## src/rtl/ext_light_pkg.sv

```systemverilog
// Shared definitions for the exterior-lighting controller.
//   MODE_*      : per-channel 2-bit mode codes carried on the Mode bus.
//   det_state_e : darkness detector state encoding.
package ext_light_pkg;

  localparam logic [1:0] MODE_AUTO = 2'b00;
  localparam logic [1:0] MODE_OFF  = 2'b01;
  localparam logic [1:0] MODE_ON   = 2'b10;
  localparam logic [1:0] MODE_DIM  = 2'b11;

  typedef enum logic {
    ST_BRIGHT = 1'b0,
    ST_DARK   = 1'b1
  } det_state_e;

endpackage

```

## src/rtl/dark_detector.sv

```systemverilog
// Debounced darkness detector with hysteresis and persistence.
// A state change needs HOLD_CYC consecutive qualifying samples: below ON_TH to go dark,
// above OFF_TH to go bright. Readings in the band between the thresholds hold the state and
// restart the count.
// Ports:
//   CLK     in  clock, rising edge
//   Reset   in  synchronous active-high reset
//   Lum_sen in  unsigned luminosity sample, taken every cycle
//   Dark    out registered debounced darkness status
module dark_detector
  import ext_light_pkg::*;
#(
  parameter int unsigned LUM_W    = 8,
  parameter int unsigned ON_TH    = 40,
  parameter int unsigned OFF_TH   = 60,
  parameter int unsigned HOLD_CYC = 4
) (
  input  logic             CLK,
  input  logic             Reset,
  input  logic [LUM_W-1:0] Lum_sen,
  output logic             Dark
);

  localparam int unsigned CntW = $clog2(HOLD_CYC + 1);
  localparam logic [LUM_W-1:0] OnTh    = LUM_W'(ON_TH);
  localparam logic [LUM_W-1:0] OffTh   = LUM_W'(OFF_TH);
  localparam logic [CntW-1:0]  CntLast = CntW'(HOLD_CYC - 1);

  det_state_e      state_q;
  logic [CntW-1:0] cnt_q;
  logic            dark_q;
  logic            qual;

  // A sample qualifies when it argues for leaving the current state.
  assign qual = (state_q == ST_DARK) ? (Lum_sen > OffTh) : (Lum_sen < OnTh);

  always_ff @(posedge CLK) begin
    if (Reset) begin
      state_q <= ST_BRIGHT;
      cnt_q   <= '0;
      dark_q  <= 1'b0;
    end else if (!qual) begin
      cnt_q <= '0;
    end else if (cnt_q == CntLast) begin
      // This edge captures the HOLD_CYC-th consecutive qualifying sample.
      cnt_q <= '0;
      if (state_q == ST_BRIGHT) begin
        state_q <= ST_DARK;
        dark_q  <= 1'b1;
      end else begin
        state_q <= ST_BRIGHT;
        dark_q  <= 1'b0;
      end
    end else begin
      cnt_q <= cnt_q + 1'b1;
    end
  end

  assign Dark = dark_q;

endmodule

```

## src/rtl/ext_light_ctrl_multi.sv

```systemverilog
// Multi-channel exterior-lighting controller: one shared darkness detector, a free-running PWM
// counter and N_CH independently moded lamp outputs.
// Ports:
//   CLK       in  clock, rising edge
//   Reset     in  synchronous active-high reset
//   Lum_sen   in  luminosity sample
//   Mode      in  per-channel mode, channel i on Mode[2i+1:2i]
//   Duty      in  DIM duty shared by all channels
//   Ext_light out registered lamp drive, one bit per channel
//   Dark      out registered debounced darkness status
module ext_light_ctrl_multi
  import ext_light_pkg::*;
#(
  parameter int unsigned N_CH     = 4,
  parameter int unsigned LUM_W    = 8,
  parameter int unsigned ON_TH    = 40,
  parameter int unsigned OFF_TH   = 60,
  parameter int unsigned HOLD_CYC = 4,
  parameter int unsigned PWM_W    = 4
) (
  input  logic              CLK,
  input  logic              Reset,
  input  logic [LUM_W-1:0]  Lum_sen,
  input  logic [2*N_CH-1:0] Mode,
  input  logic [PWM_W-1:0]  Duty,
  output logic [N_CH-1:0]   Ext_light,
  output logic              Dark
);

  logic             dark;
  logic [PWM_W-1:0] pwm_cnt_q;
  logic             pwm_on;

  dark_detector #(
    .LUM_W   (LUM_W),
    .ON_TH   (ON_TH),
    .OFF_TH  (OFF_TH),
    .HOLD_CYC(HOLD_CYC)
  ) u_dark_detector (
    .CLK    (CLK),
    .Reset  (Reset),
    .Lum_sen(Lum_sen),
    .Dark   (dark)
  );

  // Free-running; wraps naturally at 2^PWM_W.
  always_ff @(posedge CLK) begin
    if (Reset) begin
      pwm_cnt_q <= '0;
    end else begin
      pwm_cnt_q <= pwm_cnt_q + 1'b1;
    end
  end

  assign pwm_on = (pwm_cnt_q < Duty);

  for (genvar i = 0; i < N_CH; i++) begin : g_ch
    logic [1:0] mode_ch;
    logic       light_d;
    logic       light_q;

    assign mode_ch = Mode[2*i +: 2];

    // Uses the registered Dark, so a Dark toggle reaches AUTO lamps one edge later.
    always_comb begin
      light_d = 1'b0;
      unique case (mode_ch)
        MODE_AUTO: light_d = dark;
        MODE_OFF:  light_d = 1'b0;
        MODE_ON:   light_d = 1'b1;
        MODE_DIM:  light_d = dark & pwm_on;
        default:   light_d = 1'b0;
      endcase
    end

    always_ff @(posedge CLK) begin
      if (Reset) begin
        light_q <= 1'b0;
      end else begin
        light_q <= light_d;
      end
    end

    assign Ext_light[i] = light_q;
  end

  assign Dark = dark;

endmodule

```

## config.mk

```make
export PLATFORM = sky130hd
export DESIGN_NAME = ext_light_ctrl_multi
export DESIGN_NICKNAME = d
export VERILOG_FILES = /design/src/rtl/ext_light_pkg.sv /design/src/rtl/dark_detector.sv /design/src/rtl/ext_light_ctrl_multi.sv
export SDC_FILE = /design/constraint.sdc
export NUM_CORES = 1
export LEC_CHECK = 0
export CAP_MARGIN = 5
export CORE_AREA = 2 2 42 44
export DETAILED_ROUTE_END_ITERATION = 7
export DIE_AREA = 0 0 44 46
export PLACE_DENSITY = 0.79
export SKIP_LAST_GASP = 1
export SLEW_MARGIN = 20
export SYNTH_ARGS = -nofsm -noshare
export SYNTH_HDL_FRONTEND = slang
export SYNTH_SLANG_ARGS = --single-unit
```

## constraint.sdc

```tcl
create_clock -name CLK -period 3.3 [get_ports CLK]
set_input_delay 0.495 -clock CLK [delete_from_list [all_inputs] [get_ports CLK]]
set_output_delay 0.495 -clock CLK [all_outputs]
set_load 0.03 [all_outputs]
```

Word level (Yosys, flattened, before mapping). Cells that the tools add are included.

Register bits: 12. Bits in latches: 0. Memory bits (writable): 0. Memory bits (read-only): 0. Input port bits: 22. Output and inout bits: 5. Logic and storage cells: 39. Memories: 0.

Add/subtract/negate cells: 2. Multiply operators: 0. Divide/modulo/power cells: 0. $lt $le $gt $ge: 3. Eq/ne operators: 13. Shift-type cells: 0. Mux-type cells: 6. Bitwise logic cells: 2. Reductions and logical operators: 6.

Operators by type and width (number): $eq 2x2->1 const B (8); $pmux 1 s4 (4); $eq 2x1->1 const B (4); $gt 8x6->1 const B (1); $logic_not 2->1 (4); $lt 8x6->1 const B (1); $add 4x1->4 const B (1); $lt 4x4->1 (1); $add 3x1->3 const B (1); $eq 3x2->1 const B (1); $reduce_or 3->1 (1); $mux 1 (2); $reduce_and 2->1 (1); $and 1x1->1 (1); $not 1->1 (1).

Longest topological paths before layout.
Depth after elaboration: 4. Gate-level depth with buffers: 5. Mapped depth without buffers: 5.

Modules after synthesis. Synthesis repeated with hierarchy kept, for this count alone.

Cell total of the unflattened synthesis: 69. Area total of the unflattened synthesis: 641.9 um^2.

By module, submodules not included: ext_light_ctrl_multi (times used 1, cells each 48, area each 429.2 um^2, sequential area each 160.2 um^2); dark_detector (times used 1, cells each 21, area each 212.7 um^2, sequential area each 80.1 um^2).

Least setup slack after synthesis. OpenSTA, ideal clock, no wires.

Kind: in2reg. Start point: input Duty[2]. End point: register g_ch[0].light_q. Setup time: 0.095 ns. Data arrival time: 1.328 ns. Data required time: 3.205 ns. Setup slack: 1.876 ns. Stages on the path: 5. Path buffers: 0. Path through: inv_1 ha_1 a21oi_1 o21ai_0 a221oi_1.

Cells in the longest elaborated chain, start to end: 3.

RTL lines: start, declared (RTL line ext_light_ctrl_multi.sv:25) `input logic [PWM_W-1:0] Duty,`; $lt 4x4->1 (RTL line ext_light_ctrl_multi.sv:55) `assign pwm_on = (pwm_cnt_q < Duty);`; $and 1x1->1 (RTL line ext_light_ctrl_multi.sv:71) `MODE_DIM: light_d = dark & pwm_on;`; $pmux 1 s4 (RTL line ext_light_ctrl_multi.sv:67) `unique case (mode_ch)`; end signal, assigned (RTL line ext_light_ctrl_multi.sv:80) `light_q <= light_d;`; end, declared (RTL line ext_light_ctrl_multi.sv:60) `logic light_q;`.

Every way passes these cells. A chain may end at the register's enable or synchronous reset.

Worst setup path in the final report.
Start point: register u_dark_detector.dark_q (netlist: u_dark_detector.Dark). End point: output Dark.

RTL lines: start, declared (RTL line dark_detector.sv:31) `logic dark_q;`; start signal, assigned (RTL line dark_detector.sv:41) `dark_q <= 1'b0;`; start signal, assigned (RTL line dark_detector.sv:49) `dark_q <= 1'b1;`; start signal, assigned (RTL line dark_detector.sv:52) `dark_q <= 1'b0;`; end, declared (RTL line ext_light_ctrl_multi.sv:27) `output logic Dark`.

No word-level cell between the ends.

==> reports/results.txt <==
Synth Area per Inst = 8.47 um^2
syn nets = 105
Worst Path Required = 2.80 ns
Initial Util = 40.4%
routed length per instance = 11.9 um
io pins = 27
startpoint types = register
Worst Clk Skew = 0.00298 ns
reg-to-reg slack, setup = 1.89 ns
Max Cap Viol = 0
clk_lat worst skew = 0.27 ns
hpwl dp = 1100 um
GRT overflow = 0
crit path kind = reg2out
Buffers & Inverters on Critical Path = 1
die area = 0.00202 mm^2
synthesized instance count = 77
HP Class = reg2reg
Tmin final = 2.00 ns
DRT Pass-1 Iters = 4
Achievable Freq = 499 MHz
area share of the largest cell type after synthesis = 36.9%
CP Cell Sequence = clkdlybuf4s50_1
CTS Buf Count = 3
Leak = 0.385 nW
Placed Area = 900 um^2
Final setup violation count = 0
EDFF count, synth = 0
initial antenna violation count = 0
vias = 595
pwr/cell area = 334 mW/mm^2
clock-pin slew on the worst setup and hold paths = 0.08 ns
width of the die = 44 um
area of the core = 0.00161 mm^2
Yosys top cell by area = dfxtp_1
proportion of layout cells with a drive suffix above 1 = 2.97%
post-route cell area = 922 um^2
most numerous cell in the Yosys netlist = dfxtp_1
FF-to-FF path depth = 4
row cnt = 15
CTS Sinks = 12
status = finished, final reports clean
Final Cycle Share = 60.7%
Routed Antenna Nets = 0
Die Height = 46 um
CP max stage cell = clkdlybuf4s50_1
Final Hold Vio Count = 0
# resized after CTS = 0
# diodes = 0
Tot GR Track Use = 15.1%
critical path arrival = 1.51 ns
CTS tree = built
post-synthesis cell type count = 23
warnings from Yosys = 0
# hold bufs at CTS = 0
CP Depth = 1
synth cell count leaders = 12 x dfxtp_1, 8 x inv_1
CP delay by family, top = buffers and inverters
clock root cell = clkbuf_4
Main synth FF type = dfxtp_1
Reg area = 240 um^2
Total Wirelength = 1410 um
Worst slew margin = 68.2%
Port-buffer cells = 26
TNS Setup = 0 ns
Async S/R FF share, synth = 0%
first-pass GRT wire length = 2300 um
Slew @ Worst Pin = 0.472 ns
RSZ-0062 raised after global routing = false
largest net degree at the start of global routing = 11
nets = 131
multi-input logic area = 348 um^2
Clock Path Buffers = 2
post-CTS setup buffers = 0
Cell Area, Synth = 652 um^2
drt first-iter violations = 16
Filler Cells Inserted = 158
critical path capture point type = primary output
WHS Path Cells = 1
Pins Over Slew Limit = 0
vias in the first global route = 630
Synth Register Bits = 12
Max VDD drop = 0.210 mV
synth top area cells = dfxtp_1 37%, ha_1 12%, nor2b_1 5.8%
detailed-route vias per instance = 5.04
drt drc = 0
CP Max Fanout = 10
Final GP Congestion = 0.755
Area growth, synth to finish = 41.5%
H-tree depth = 1
Seq/Total Area, Yosys = 36.9%
CP max stage delay = 0.74 ns
## through the flow
step / worst slack [ns] / hold WS (ns) / total power [W] / std cells / utilization, %
after global routing: 1.27 / 0.479 / 0.000321 / 118 / 57.1
after global placement: 1.30 / 0.416 / 0.000218 / 115 / 55.7
final: 1.30 / 0.447 / 0.000308 / 118 / 57.1
after floorplan: 1.88 / 0.407 / 0.000187 / 77 / -
after detailed placement: 1.20 / 0.438 / 0.000220 / 115 / 55.7
after CTS: 1.31 / 0.449 / 0.000309 / 118 / 57.1
## power breakdown
group          leakage, nW  internal [W]  switching, W
Combinational        0.274     0.0000375     0.0000250
Sequential          0.0980      0.000151    0.00000370
Clock               0.0138     0.0000422     0.0000490
Total                0.385      0.000230     0.0000778
## cells by family (layout without fill, tap and decap cells)
family | count (synthesis) | after routing | share of synthesized area [%]
compound gates | 15 | 15 | 15.2
xor+xnor | 2 | 2 | 2.69
fa+ha+maj | 6 | 6 | 11.5
buf+inv | 13 | 37 | 9.79
flops | 12 | 12 | 36.9
simple gates | 29 | 29 | 24.0
## cell usage in the layout, fill, tap and decap left out, types with 3 or more instances in the layout
cell type	n
o21ai_0	6
clkbuf_4	3
ha_1	6
nor2b_1	6
inv_1	8
a221oi_1	4
and2_1	4
dfxtp_1	12
clkdlybuf4s50_1	26
nor2_1	6
nand2_1	6
## final timing paths
| path | to | start |
|---|---|---|
| worst min-delay path | u_dark_detector.cnt_q[0]$_SDFF_PP0_ | u_dark_detector.cnt_q[0]$_SDFF_PP0_ |
| worst max register to register | g_ch[3].light_q$_SDFF_PP0_ | pwm_cnt_q[2]$_SDFF_PP0_ |
| worst max-delay path | Dark | u_dark_detector.Dark$_SDFFE_PP0P_ |
| worst min register to register | u_dark_detector.cnt_q[0]$_SDFF_PP0_ | u_dark_detector.cnt_q[0]$_SDFF_PP0_ |
## layout make-up
class / instances / area share (%)
clock buffers: 3 / 2.44
multi-input cells: 52 / 37.7
repair buffers: 26 / 28.2
well taps: 17 / 2.31
flip-flops and latches: 12 / 26.1
inverters: 8 / 3.26
## sequential cells by signal, indices dropped and copies added (netlist names)
register / flops
g_ch.light_q: 4
pwm_cnt_q: 4
u_dark_detector.Dark: 1
u_dark_detector.cnt_q: 3
## layer usage
metal	up-vias	global-route usage, %	routed length, um
li1	312	-	-
met1	263	15.3	577
met2	20	28.8	721
met3	0	3.97	108
met4	0	6.67	0
met5	-	0	0
Power figures use the tool's default switching activity.
